--- src/rtl/store_buffer_pkg.sv ---
// Shared types and helpers for the store buffer: default geometry, the
// queued-entry record, and the word-granular address compare key.
package store_buffer_pkg;

    localparam int SB_DEPTH  = 4;
    localparam int SB_ADDR_W = 32;
    localparam int SB_DATA_W = 32;

    // One queued store. valid marks slots between the read and write pointers.
    typedef struct packed {
        logic                 valid;
        logic [SB_ADDR_W-1:0] addr;
        logic [SB_DATA_W-1:0] data;
    } sb_entry_t;

    // Byte address -> word key; the two byte-offset bits never take part in a match.
    function automatic logic [SB_ADDR_W-1:0] word_addr(input logic [SB_ADDR_W-1:0] addr);
        return addr >> 2;
    endfunction

endpackage

--- src/rtl/store_buffer_fifo.sv ---
// Circular queue of posted stores. Exposes every slot so the top can search
// for the youngest store to a given word, plus head pointer and occupancy.
// Pushes into a full queue and pops from an empty one are ignored.
module store_buffer_fifo
    import store_buffer_pkg::*;
#(
    parameter int  DEPTH = SB_DEPTH,
    localparam int PTR_W = $clog2(DEPTH),
    localparam int CNT_W = $clog2(DEPTH) + 1
) (
    input  logic                 clock,
    input  logic                 reset,
    input  logic                 push,
    input  logic [SB_ADDR_W-1:0] push_addr,
    input  logic [SB_DATA_W-1:0] push_data,
    input  logic                 pop,
    output sb_entry_t            entries [DEPTH],
    output logic [PTR_W-1:0]     rd_ptr,
    output logic [CNT_W-1:0]     count,
    output logic                 full,
    output logic                 empty
);

    sb_entry_t        slots [DEPTH];
    logic [PTR_W-1:0] wr_ptr;
    logic             do_push;
    logic             do_pop;

    assign full    = (count == CNT_W'(DEPTH));
    assign empty   = (count == '0);
    assign do_push = push & ~full;
    assign do_pop  = pop & ~empty;
    assign entries = slots;

    // Slot storage, pointers (wrap naturally at DEPTH) and occupancy count.
    always_ff @(posedge clock or posedge reset) begin
        if (reset) begin
            for (int i = 0; i < DEPTH; i++) begin
                slots[i] <= '0;
            end
            rd_ptr <= '0;
            wr_ptr <= '0;
            count  <= '0;
        end else begin
            if (do_pop) begin
                slots[rd_ptr].valid <= 1'b0;
                rd_ptr              <= rd_ptr + PTR_W'(1);
            end
            if (do_push) begin
                slots[wr_ptr] <= '{valid: 1'b1, addr: push_addr, data: push_data};
                wr_ptr        <= wr_ptr + PTR_W'(1);
            end
            case ({do_push, do_pop})
                2'b10:   count <= count + CNT_W'(1);
                2'b01:   count <= count - CNT_W'(1);
                default: count <= count;
            endcase
        end
    end

endmodule

--- src/rtl/store_buffer.sv ---
// Write buffer between the CPU memory stage and a single-port data memory.
// Stores are posted into a small queue and written back in cycles the CPU
// leaves the port idle; loads take the port with priority.
// Build option STORE_BUFFER_FORWARD_EN: a load that hits a queued store is
// answered from the youngest matching entry in the same cycle. Without it,
// such a load stalls while the head drains until no queued entry matches,
// then reads memory.
//
// Port ownership: any accepted CPU access (load or store) owns the cycle, so
// the queue drains only when the CPU is idle, stalled, or being answered by
// forwarding. A stalled request is held by the CPU and is not accepted.
module store_buffer
    import store_buffer_pkg::*;
#(
    parameter int DEPTH  = SB_DEPTH,
    parameter int ADDR_W = SB_ADDR_W,
    parameter int DATA_W = SB_DATA_W
) (
    input  logic              clock,
    input  logic              reset,
    input  logic              cpu_MemRead,
    input  logic              cpu_MemWrite,
    input  logic [ADDR_W-1:0] cpu_endereco,
    input  logic [DATA_W-1:0] cpu_write_data,
    output logic [DATA_W-1:0] cpu_read_data,
    output logic              stall,
    input  logic              flush,
    output logic              empty,
    output logic              mem_MemRead,
    output logic              mem_MemWrite,
    output logic [ADDR_W-1:0] mem_endereco,
    output logic [DATA_W-1:0] mem_write_data,
    input  logic [DATA_W-1:0] mem_read_data
);

    localparam int PTR_W = $clog2(DEPTH);
    localparam int CNT_W = $clog2(DEPTH) + 1;

    sb_entry_t        entries [DEPTH];
    logic [PTR_W-1:0] rd_ptr;
    logic [CNT_W-1:0] count;
    logic [CNT_W-1:0] count_after;
    logic             fifo_full;
    logic             fifo_empty;

    logic             hit;
    logic [PTR_W-1:0] idx;
`ifdef STORE_BUFFER_FORWARD_EN
    logic [DATA_W-1:0] hit_data;
`endif
    logic             hit_stall;
    logic             load_acc;
    logic             store_acc;
    logic             load_port;
    logic             drain;
    logic             flushing;
    logic             flushing_next;

    store_buffer_fifo #(.DEPTH(DEPTH)) u_fifo (
        .clock     (clock),
        .reset     (reset),
        .push      (store_acc),
        .push_addr (cpu_endereco),
        .push_data (cpu_write_data),
        .pop       (drain),
        .entries   (entries),
        .rd_ptr    (rd_ptr),
        .count     (count),
        .full      (fifo_full),
        .empty     (fifo_empty)
    );

    // Oldest-to-youngest scan so the last match found is the youngest store to the word.
    always_comb begin
        hit = 1'b0;
        idx = rd_ptr;
`ifdef STORE_BUFFER_FORWARD_EN
        hit_data = '0;
`endif
        for (int i = 0; i < DEPTH; i++) begin
            idx = rd_ptr + PTR_W'(i);
            if (entries[idx].valid &&
                word_addr(entries[idx].addr) == word_addr(cpu_endereco)) begin
                hit = 1'b1;
`ifdef STORE_BUFFER_FORWARD_EN
                hit_data = entries[idx].data;
`endif
            end
        end
    end

`ifdef STORE_BUFFER_FORWARD_EN
    assign hit_stall = 1'b0;
    assign load_port = load_acc & ~hit;
`else
    assign hit_stall = cpu_MemRead & hit;
    assign load_port = load_acc;
`endif

    // A full queue refuses a store even if the head would drain this cycle.
    // A pending flush request stalls from the cycle it is raised.
    assign stall     = ~reset & ((cpu_MemWrite & fifo_full) | flushing |
                                 (flush & ~fifo_empty) | hit_stall);
    assign load_acc  = ~reset & cpu_MemRead & ~stall;
    // A store presented together with a load is dropped; the load is served.
    assign store_acc = ~reset & cpu_MemWrite & ~cpu_MemRead & ~stall;
    assign drain     = ~reset & ~fifo_empty & ~load_port & ~store_acc;
    assign empty     = fifo_empty;

    // Memory-port mux: load address, else head-of-queue write, else all zero.
    always_comb begin
        mem_MemRead    = load_port;
        mem_MemWrite   = drain;
        mem_endereco   = '0;
        mem_write_data = '0;
        cpu_read_data  = '0;
        if (load_port) begin
            mem_endereco  = cpu_endereco;
            cpu_read_data = mem_read_data;
        end else if (drain) begin
            mem_endereco   = entries[rd_ptr].addr;
            mem_write_data = entries[rd_ptr].data;
        end
`ifdef STORE_BUFFER_FORWARD_EN
        if (load_acc && hit) begin
            cpu_read_data = hit_data;
        end
`endif
    end

    assign count_after   = count - CNT_W'(drain) + CNT_W'(store_acc);
    assign flushing_next = (flushing | (flush & ~fifo_empty)) & (count_after != '0);

    // Flush flag: set by a flush request with work queued, cleared once the queue empties.
    always_ff @(posedge clock or posedge reset) begin
        if (reset) begin
            flushing <= 1'b0;
        end else begin
            flushing <= flushing_next;
        end
    end

    // Load and store in the same cycle is a CPU protocol violation.
    assert property (@(posedge clock) disable iff (reset) !(cpu_MemRead && cpu_MemWrite));

endmodule

--- config.mk ---
export PLATFORM = sky130hd
export DESIGN_NAME = store_buffer
export DESIGN_NICKNAME = d
export VERILOG_FILES = /design/src/rtl/store_buffer_pkg.sv /design/src/rtl/store_buffer_fifo.sv /design/src/rtl/store_buffer.sv
export SDC_FILE = /design/constraint.sdc
export NUM_CORES = 1
export LEC_CHECK = 0
export ABC_CLOCK_PERIOD_IN_PS = 14750
export BUFFER_PORTS_ARGS = -buffer_cell sky130_fd_sc_hd__buf_4
export CORE_UTILIZATION = 60
export DETAILED_ROUTE_END_ITERATION = 6
export HOLD_SLACK_MARGIN = 0.1
export PLACE_DENSITY = 0.81
export SYNTH_ARGS = -nofsm -noshare
export SYNTH_HDL_FRONTEND = slang
export SYNTH_SLANG_ARGS = --single-unit
--- constraint.sdc ---
create_clock -name clock -period 14.75 [get_ports clock]
set_input_delay 2.95 -clock clock [delete_from_list [all_inputs] [get_ports clock]]
set_output_delay 2.95 -clock clock [all_outputs]
set_load 0.005 [all_outputs]
# After elaboration in Yosys (flattened, before gate mapping)
# Index checks and enable logic that the tools add are counted.
classes:
  n_reduce_logical: 9
  bitwise: 31
  n_eq_ne: 7
  n_mux: 30
  addsub: 8
  magnitude_cmp: 7
op_table:
  columns: ["cell", "count"]
  rows:
  - ["$mux W65", 10]
  - ["$bmux W65 S2", 4]
  - ["$bwmux W260", 2]
  - ["$mux W260", 2]
  - ["$demux W65 S2", 2]
  - ["$mux W32", 5]
  - ["$eq A30 B30 Y1", 4]
  - ["$and A1 B1 Y1", 15]
  - ["$ge A3 B3 Y1 const B", 5]
  - ["$not A2 Y3", 5]
  - ["$not A1 Y1", 7]
  - ["$logic_and A1 B1 Y1", 6]
  - ["$lt A3 B1 Y1 const B", 2]
  - ["$pmux W3 S2", 1]
  - ["$add A2 B1 Y2 const B", 2]
  - ["$add A2 B2 Y2 const B", 2]
  - ["$mux W1", 4]
  - ["$or A1 B1 Y1", 4]
  - ["$add A3 B1 Y3", 1]
  - ["$add A3 B1 Y3 const B", 1]
  - ["$eq A3 B3 Y1 const B", 1]
  - ["$logic_not A3 Y1", 1]
  - ["$reduce_bool A3 Y1", 1]
  - ["$sub A3 B1 Y3", 1]
  - ["4 further kinds", 4]
word_totals:
  register_bits: 268
  output_inout_bits: 100
  word_cells: 108
  inputBits: 101

# Longest topological paths before layout
depth:
  ltp_word: 22
  mapped_depth: 27
  mapped_depth_nobuf: 16

# Modules after synthesis
# Synthesis repeated with hierarchy kept, for this count alone.
unflattened:
  cells_unflattened: 1368
  hier_area_um2: 16915.0
modules_own_cells:
  columns: ["mod", "cells_per_inst", "seq_area_each_um2", "area_per_inst_um2", "n_inst"]
  rows:
  - ["store_buffer_fifo", 600, 6681.4, 10212.3, 1]
  - ["store_buffer", 768, 25.0, 6702.7, 1]

# Worst setup path before layout
# No wires, ideal clock.
synth_timing:
  path_type: "in2out"
  start: "input port cpu_endereco[11]"
  end: "output port mem_endereco[10]"
  required_time_ns: 11.800
  arrival_ns: 5.324
  cell_stages: 10
  path_buffers: 2
  slack_ns: 6.476
  path_cell_list: "clkbuf_1 > clkinv_1 > a22o_1 > nand2_1 > nand2_1 > or4b_2 > o41ai_2 > nor3_2 > buf_2 > mux2_1"
synth_between:
  elab_chain_len: 16
  elab_cells_between_ends: 24
  classes_between: "eq/ne: 4; mux: 6; bitwise: 10; reduce/logical: 4"
synth_lines:
  columns: ["item", "line", "source"]
  rows:
  - ["start: declaration", "store_buffer.sv:23", "input logic [ADDR_W-1:0] cpu_endereco,"]
  - ["$eq A30 B30 Y1", "store_buffer.sv:83", "word_addr(entries[idx].addr) == word_addr(cpu_endereco)) begin"]
  - ["$logic_and A1 B1 Y1", "store_buffer.sv:82", "if (entries[idx].valid &&"]
  - ["$mux W1 (3 in series)", "store_buffer.sv:82", null]
  - ["$mux W1 *", "store_buffer.sv:82", null]
  - ["$and A1 B1 Y1 *", "store_buffer.sv:96", "assign hit_stall = cpu_MemRead & hit;"]
  - ["$or A1 B1 Y1 *", "store_buffer.sv:103", "(flush & ~fifo_empty) | hit_stall);"]
  - ["$and A1 B1 Y1 *", "store_buffer.sv:102", "assign stall = ~reset & ((cpu_MemWrite & fifo_full) | flushing |"]
  - ["$not A1 Y1 *", "store_buffer.sv:104, store_buffer.sv:106", null]
  - ["$and A1 B1 Y1", "store_buffer.sv:104", "assign load_acc = ~reset & cpu_MemRead & ~stall;"]
  - ["$not A1 Y1", "store_buffer.sv:107", "assign drain = ~reset & ~fifo_empty & ~load_port & ~store_acc;"]
  - ["$and A1 B1 Y1 (2 in series)", "store_buffer.sv:107", null]
  - ["$mux W32", "store_buffer.sv:120", "end else if (drain) begin"]
  - ["$mux W32 *", "store_buffer.sv:117", "if (load_port) begin"]
  - ["end: declaration", "store_buffer.sv:31", "output logic [ADDR_W-1:0] mem_endereco,"]
# Every way passes the cells marked *; elsewhere a longest branch is shown, timed or not.

# Worst setup path in the final report
layout_timing:
  start: "register u_fifo.rd_ptr[1]"
  end: "output port mem_endereco[30]"
layout_between:
  elab_chain_len: 20
  elab_cells_between_ends: 43
  classes_between: "add/sub: 3; eq/ne: 4; mux: 18; bitwise: 14; reduce/logical: 4"
layout_lines:
  columns: ["item", "line", "source"]
  rows:
  - ["start: declaration", "store_buffer_fifo.sv:18", "output logic [PTR_W-1:0] rd_ptr,"]
  - ["start signal: assignment", "store_buffer_fifo.sv:47", "rd_ptr <= rd_ptr + PTR_W'(1);"]
  - ["$add A2 B1 Y2 or $not A2 Y3 (tied branches)", null, null]
  - ["$not A2 Y3 (implied by the code) or $bmux W65 S2 (tied branches)", "store_buffer.sv:82, store_buffer.sv:83, store_buffer.sv:121", null]
  - ["$bmux W65 S2 or $mux W65 (tied branches)", null, null]
  - ["$mux W65, on equally long branches", null, null]
  - ["$mux W65 (implied by the code) or $eq A30 B30 Y1 (tied branches)", "store_buffer.sv:83", null]
  - ["$eq A30 B30 Y1 or $logic_and A1 B1 Y1 (tied branches)", "store_buffer.sv:83, store_buffer.sv:82", null]
  - ["$logic_and A1 B1 Y1 or $mux W1 (tied branches)", "store_buffer.sv:82", null]
  - ["$mux W1 (3 in series)", "store_buffer.sv:82", null]
  - ["$and A1 B1 Y1", "store_buffer.sv:96", null]
  - ["$or A1 B1 Y1", "store_buffer.sv:103", null]
  - ["$and A1 B1 Y1", "store_buffer.sv:102", null]
  - ["$not A1 Y1", "store_buffer.sv:104, store_buffer.sv:106", null]
  - ["$and A1 B1 Y1", "store_buffer.sv:104", null]
  - ["$not A1 Y1", "store_buffer.sv:107", null]
  - ["$and A1 B1 Y1 (2 in series)", "store_buffer.sv:107", null]
  - ["$mux W32", "store_buffer.sv:120", null]
  - ["$mux W32 *", "store_buffer.sv:117", null]
# Every way passes the cells marked *; elsewhere a longest branch is shown, timed or not. The select of a mux whose other input is x is not followed.

==> summary.txt <==
Routing
  – Via count: approximately 13000
  – WL final: 50.3 mm
  – # DRC: 0
  – Post-route ant nets: 0
  – DRT iter0 DRCs: 1288
  – Via/cell ratio: 6.54
  – Wirelength per Cell: between 20 and 25 um
  – Drt pass-1 iters: 5

Power and ir drop
  – Pint: about 0.0023 W
  – Leak Pwr: 9.13 nW
  – Peak VDD IR: 0.148 mV
  – NetSw: about 0.0015 W
  – Pwr Total: 0.00384 W
  – Combinational share of power: 49.2%
  – Reg power frac: between 30% and 40%
  – Pwr dens: 189 mW/mm^2
  – Sw frac: roughly two fifths
  – Clock Power Share: a little under a fifth

Synthesis
  – Complex-gate fraction of the synthesized area: between 6 and 7%
  – Most used DFF post-synth: dfrtp_1
  – Mux cell area share after synthesis: 33.6%
  – Sequential area share after synthesis: approximately 38%
  – XOR/XNOR share of the synthesized area: 5.40%
  – Synth Area in Simple Gates: between 10% and 20%
  – Largest family of logic cells by synthesized area: multiplexers
  – Library cells used by synthesis: 70
  – Syn nets: approximately 1600
  – Post-Synth Adder-Cell Area: less than 1%
  – Netlist Area Pre-Place: 0.0178 mm^2
  – Syn Area/Cell: 11.6 um^2
  – Post-synth EDFFs: 0
  – Yosys synthesis warning count: 0
  – Synth Instances: roughly 1500
  – Ys async rst share: 100%
  – Seq cells post-synth: 268

Final layout
  – Reg area: between 0.006 and 0.007 mm^2
  – Fill cell count: 2013
  – Multi-input gate area: 0.0104 mm^2
  – Final nets: between 1500 and 2000
  – Area Growth Syn to Fin: 14.0%
  – Post-layout util: between 70 and 80%
  – Layout cells sized above 1: ~37%
  – Commonest non-fill, non-tap cell in the layout: dfrtp_1
  – Most frequent cells in the layout: dfrtp_1 (266), buf_4 (215), mux2_2 (188)
  – N_diodes: 0

Clock network
  – Setup Buffers After CTS: 0
  – Worst-Skew Late Latency: 0.58 ns
  – Max H-tree Level: 1
  – Clock sink count: 268
  – Root buffer cell: clkbuf_16
  – Largest buffer count on any clock path: 3
  – TritonCTS Buffers: 30
  – Worst-path clk slew: approximately 0.06 ns
  – Hold-fix buffers, CTS: 0
  – CTS resizes: 0
  – TritonCTS clock tree: built

Floorplanning
  – # IOs: roughly 200
  – Core Rows: between 60 and 70
  – Die ar.: ~0.030 mm^2
  – Die X-Extent: 174 um
  – Core Area: approximately 0.029 mm^2
  – Initial core utilization: 61.6%
  – Die extent in y: 174 um

Outcome
  – Status: completed

Global routing
  – Vias in the first global route: ~13000
  – Global route total overflow: 0
  – First-pass GRT wire length: 79.5 mm
  – Initial antenna violation count: 0
  – Global-route usage over all layers: between 30% and 40%
  – Largest net degree at the start of global routing: approximately 140

Placement
  – GPL Wtd Cong: just over 1
  – Number of port buffers: 200
  – Worst slack, placed: 5.91 ns
  – HPWL Detailed: roughly 34 mm

STA
  – Final sum of negative setup slack: 0 ns
  – Final setup fails: 0
  – Max Fclk: 0.107 GHz
  – Setup Skew: ~0.042 ns
  – Tmin final: ~9.4 ns
  – Hold Vio Cnt, Final: 0
  – Fin. max-slew vios: 0
  – Final Worst Setup Slack: 5.39 ns
  – RSZ-0062 raised after global routing: false
  – Slew at the pin with the worst max-slew slack: roughly 1.1 ns
  – Fin crit share: between 60% and 70%
  – Max transition margin: approximately a quarter

Worst setup path
  – CP top delay family: buffers and inverters
  – CP most frequent cell: buf_4
  – Crit Path Max Fanout: 67
  – Critical path cell sequence: inv_1, ha_4, buf_4, mux4_2, xnor2_1, nand4_1, nor4_1, nand4_1, o41ai_2, nor3_4, buf_4, mux2_1, buf_4
  – Crit path arrival time: approximately 6.4 ns
  – Crit. End Element: output port
  – CP bufs+invs: 4
  – CP startpoint kind: flop
  – Largest stage delay, worst path: approximately 0.8 ns
  – CP required: between 10 and 15 ns
  – Slowest CP cell: dfrtp_4
  – Worst setup path category: reg2out

Worst hold path
  – Worst Hold Class: reg2reg

Job
  – Max Cap Viol: 0
## per-stage QoR
| step | area (um^2) | hold WS (ns) | instances |
|---|---|---|---|
| after floorplan | 17800 | 0.445 | 1532 |
| after global placement | 19400 | 0.460 | 1998 |
| after detailed placement | 19400 | 0.469 | 1998 |
| after CTS | 20300 | 0.481 | 2048 |
| after global routing | 20300 | 0.503 | 2048 |
| final | 20300 | 0.476 | 2048 |
## routing by layer
metal | vias up | share of wire (%) | GRT usage [%] | wire length, um
met5 | - | 0 | 0 | 0
met4 | 0 | 4.7 | 13.9 | 2360
met3 | 136 | 8.1 | 6.45 | 4090
met2 | 646 | 47 | 53.2 | 23500
met1 | 6751 | 40 | 46.3 | 20300
li1 | 5862 | - | - | -
## final cells by class
| class | count | share of cell area [%] |
|---|---|---|
| flip-flops and latches | 268 | 33.0 |
| well taps | 384 | 2.36 |
| inverters | 40 | 0.776 |
| clock buffers | 45 | 4.22 |
| repair buffers | 216 | 8.04 |
| clock inverters | 5 | 0.505 |
| multi-input cells | 1090 | 51.1 |
## synthesized netlist by cell type (25+ instances only)
cell / n / area (um^2)
nor2_1: 25 / 93.8
mux2i_1: 94 / 941
dfrtp_1: 268 / 6710
clkbuf_1: 83 / 312
mux2_2: 188 / 2120
and2_1: 38 / 238
inv_1: 36 / 135
mux4_2: 122 / 2750
nand4_1: 34 / 213
nand2_1: 170 / 638
nor3b_2: 32 / 400
o21ai_0: 86 / 430
xnor2_1: 101 / 885
## path summary, 6_finish.rpt
path                                                start                               to  slack [ns]  depth (start not counted)
setup / recovery             u_fifo.rd_ptr[1]$_DFFE_PP0N_                 mem_endereco[30]        5.39                         13
hold / removal             u_fifo.entries[32]$_DFFE_PP0P_   u_fifo.entries[32]$_DFFE_PP0P_        0.48                          2
setup reg to reg             u_fifo.rd_ptr[1]$_DFFE_PP0N_               flushing$_DFF_PP0_        8.00                         18
hold reg to reg            u_fifo.entries[32]$_DFFE_PP0P_   u_fifo.entries[32]$_DFFE_PP0P_        0.48                          2
max in group asynchronous                           reset  u_fifo.entries[211]$_DFFE_PP0P_       10.71                          3
min in group asynchronous                           reset  u_fifo.entries[171]$_DFFE_PP0P_        2.54                          2
## logic make-up after synthesis
kind of cell	count (synthesis)
multiplexers	421
AO/OA/AOI/OAI	173
buffers and inverters	174
flip-flops	268
XOR/XNOR	110
adder cells (fa/ha/maj)	12
AND/OR/NAND/NOR	374
## worst register-to-register path, stage by stage (launching register included)
cell and delay [ns]:
dfrtp_4 0.82, inv_1 0.33, ha_4 0.74, buf_4 0.77, mux4_2 0.50, xnor2_1 0.47
nand4_1 0.17, nor4_1 0.29, nand4_1 0.17, o41ai_2 0.49, nor3_4 0.09, buf_4 0.34
nor2_1 0.29, ha_1 0.18, inv_1 0.05, fa_1 0.37, xnor2_1 0.19, xnor2_1 0.08
o32a_1 0.32
## flip-flops by register name, summed over array words and instances (netlist names)
| register | cells |
|---|---|
| flushing | 1 |
| u_fifo.count | 3 |
| u_fifo.entries | 260 |
| u_fifo.wr_ptr | 2 |
| u_fifo.rd_ptr | 2 |
## power groups by stage
stage | Combinational (W) | Clock, W | Sequential, W
6_report | 0.00189 | 0.000734 | 0.00122
3_5_place_dp | 0.00186 | 0 | 0.00122
3_3_place_gp | 0.00184 | 0 | 0.00120
5_1_grt | 0.00201 | 0.000775 | 0.00125
2_1_floorplan | 0.00147 | 0 | 0.00111
4_1_cts | 0.00188 | 0.000743 | 0.00121
No activity file was read; power rests on OpenSTA's default activity.
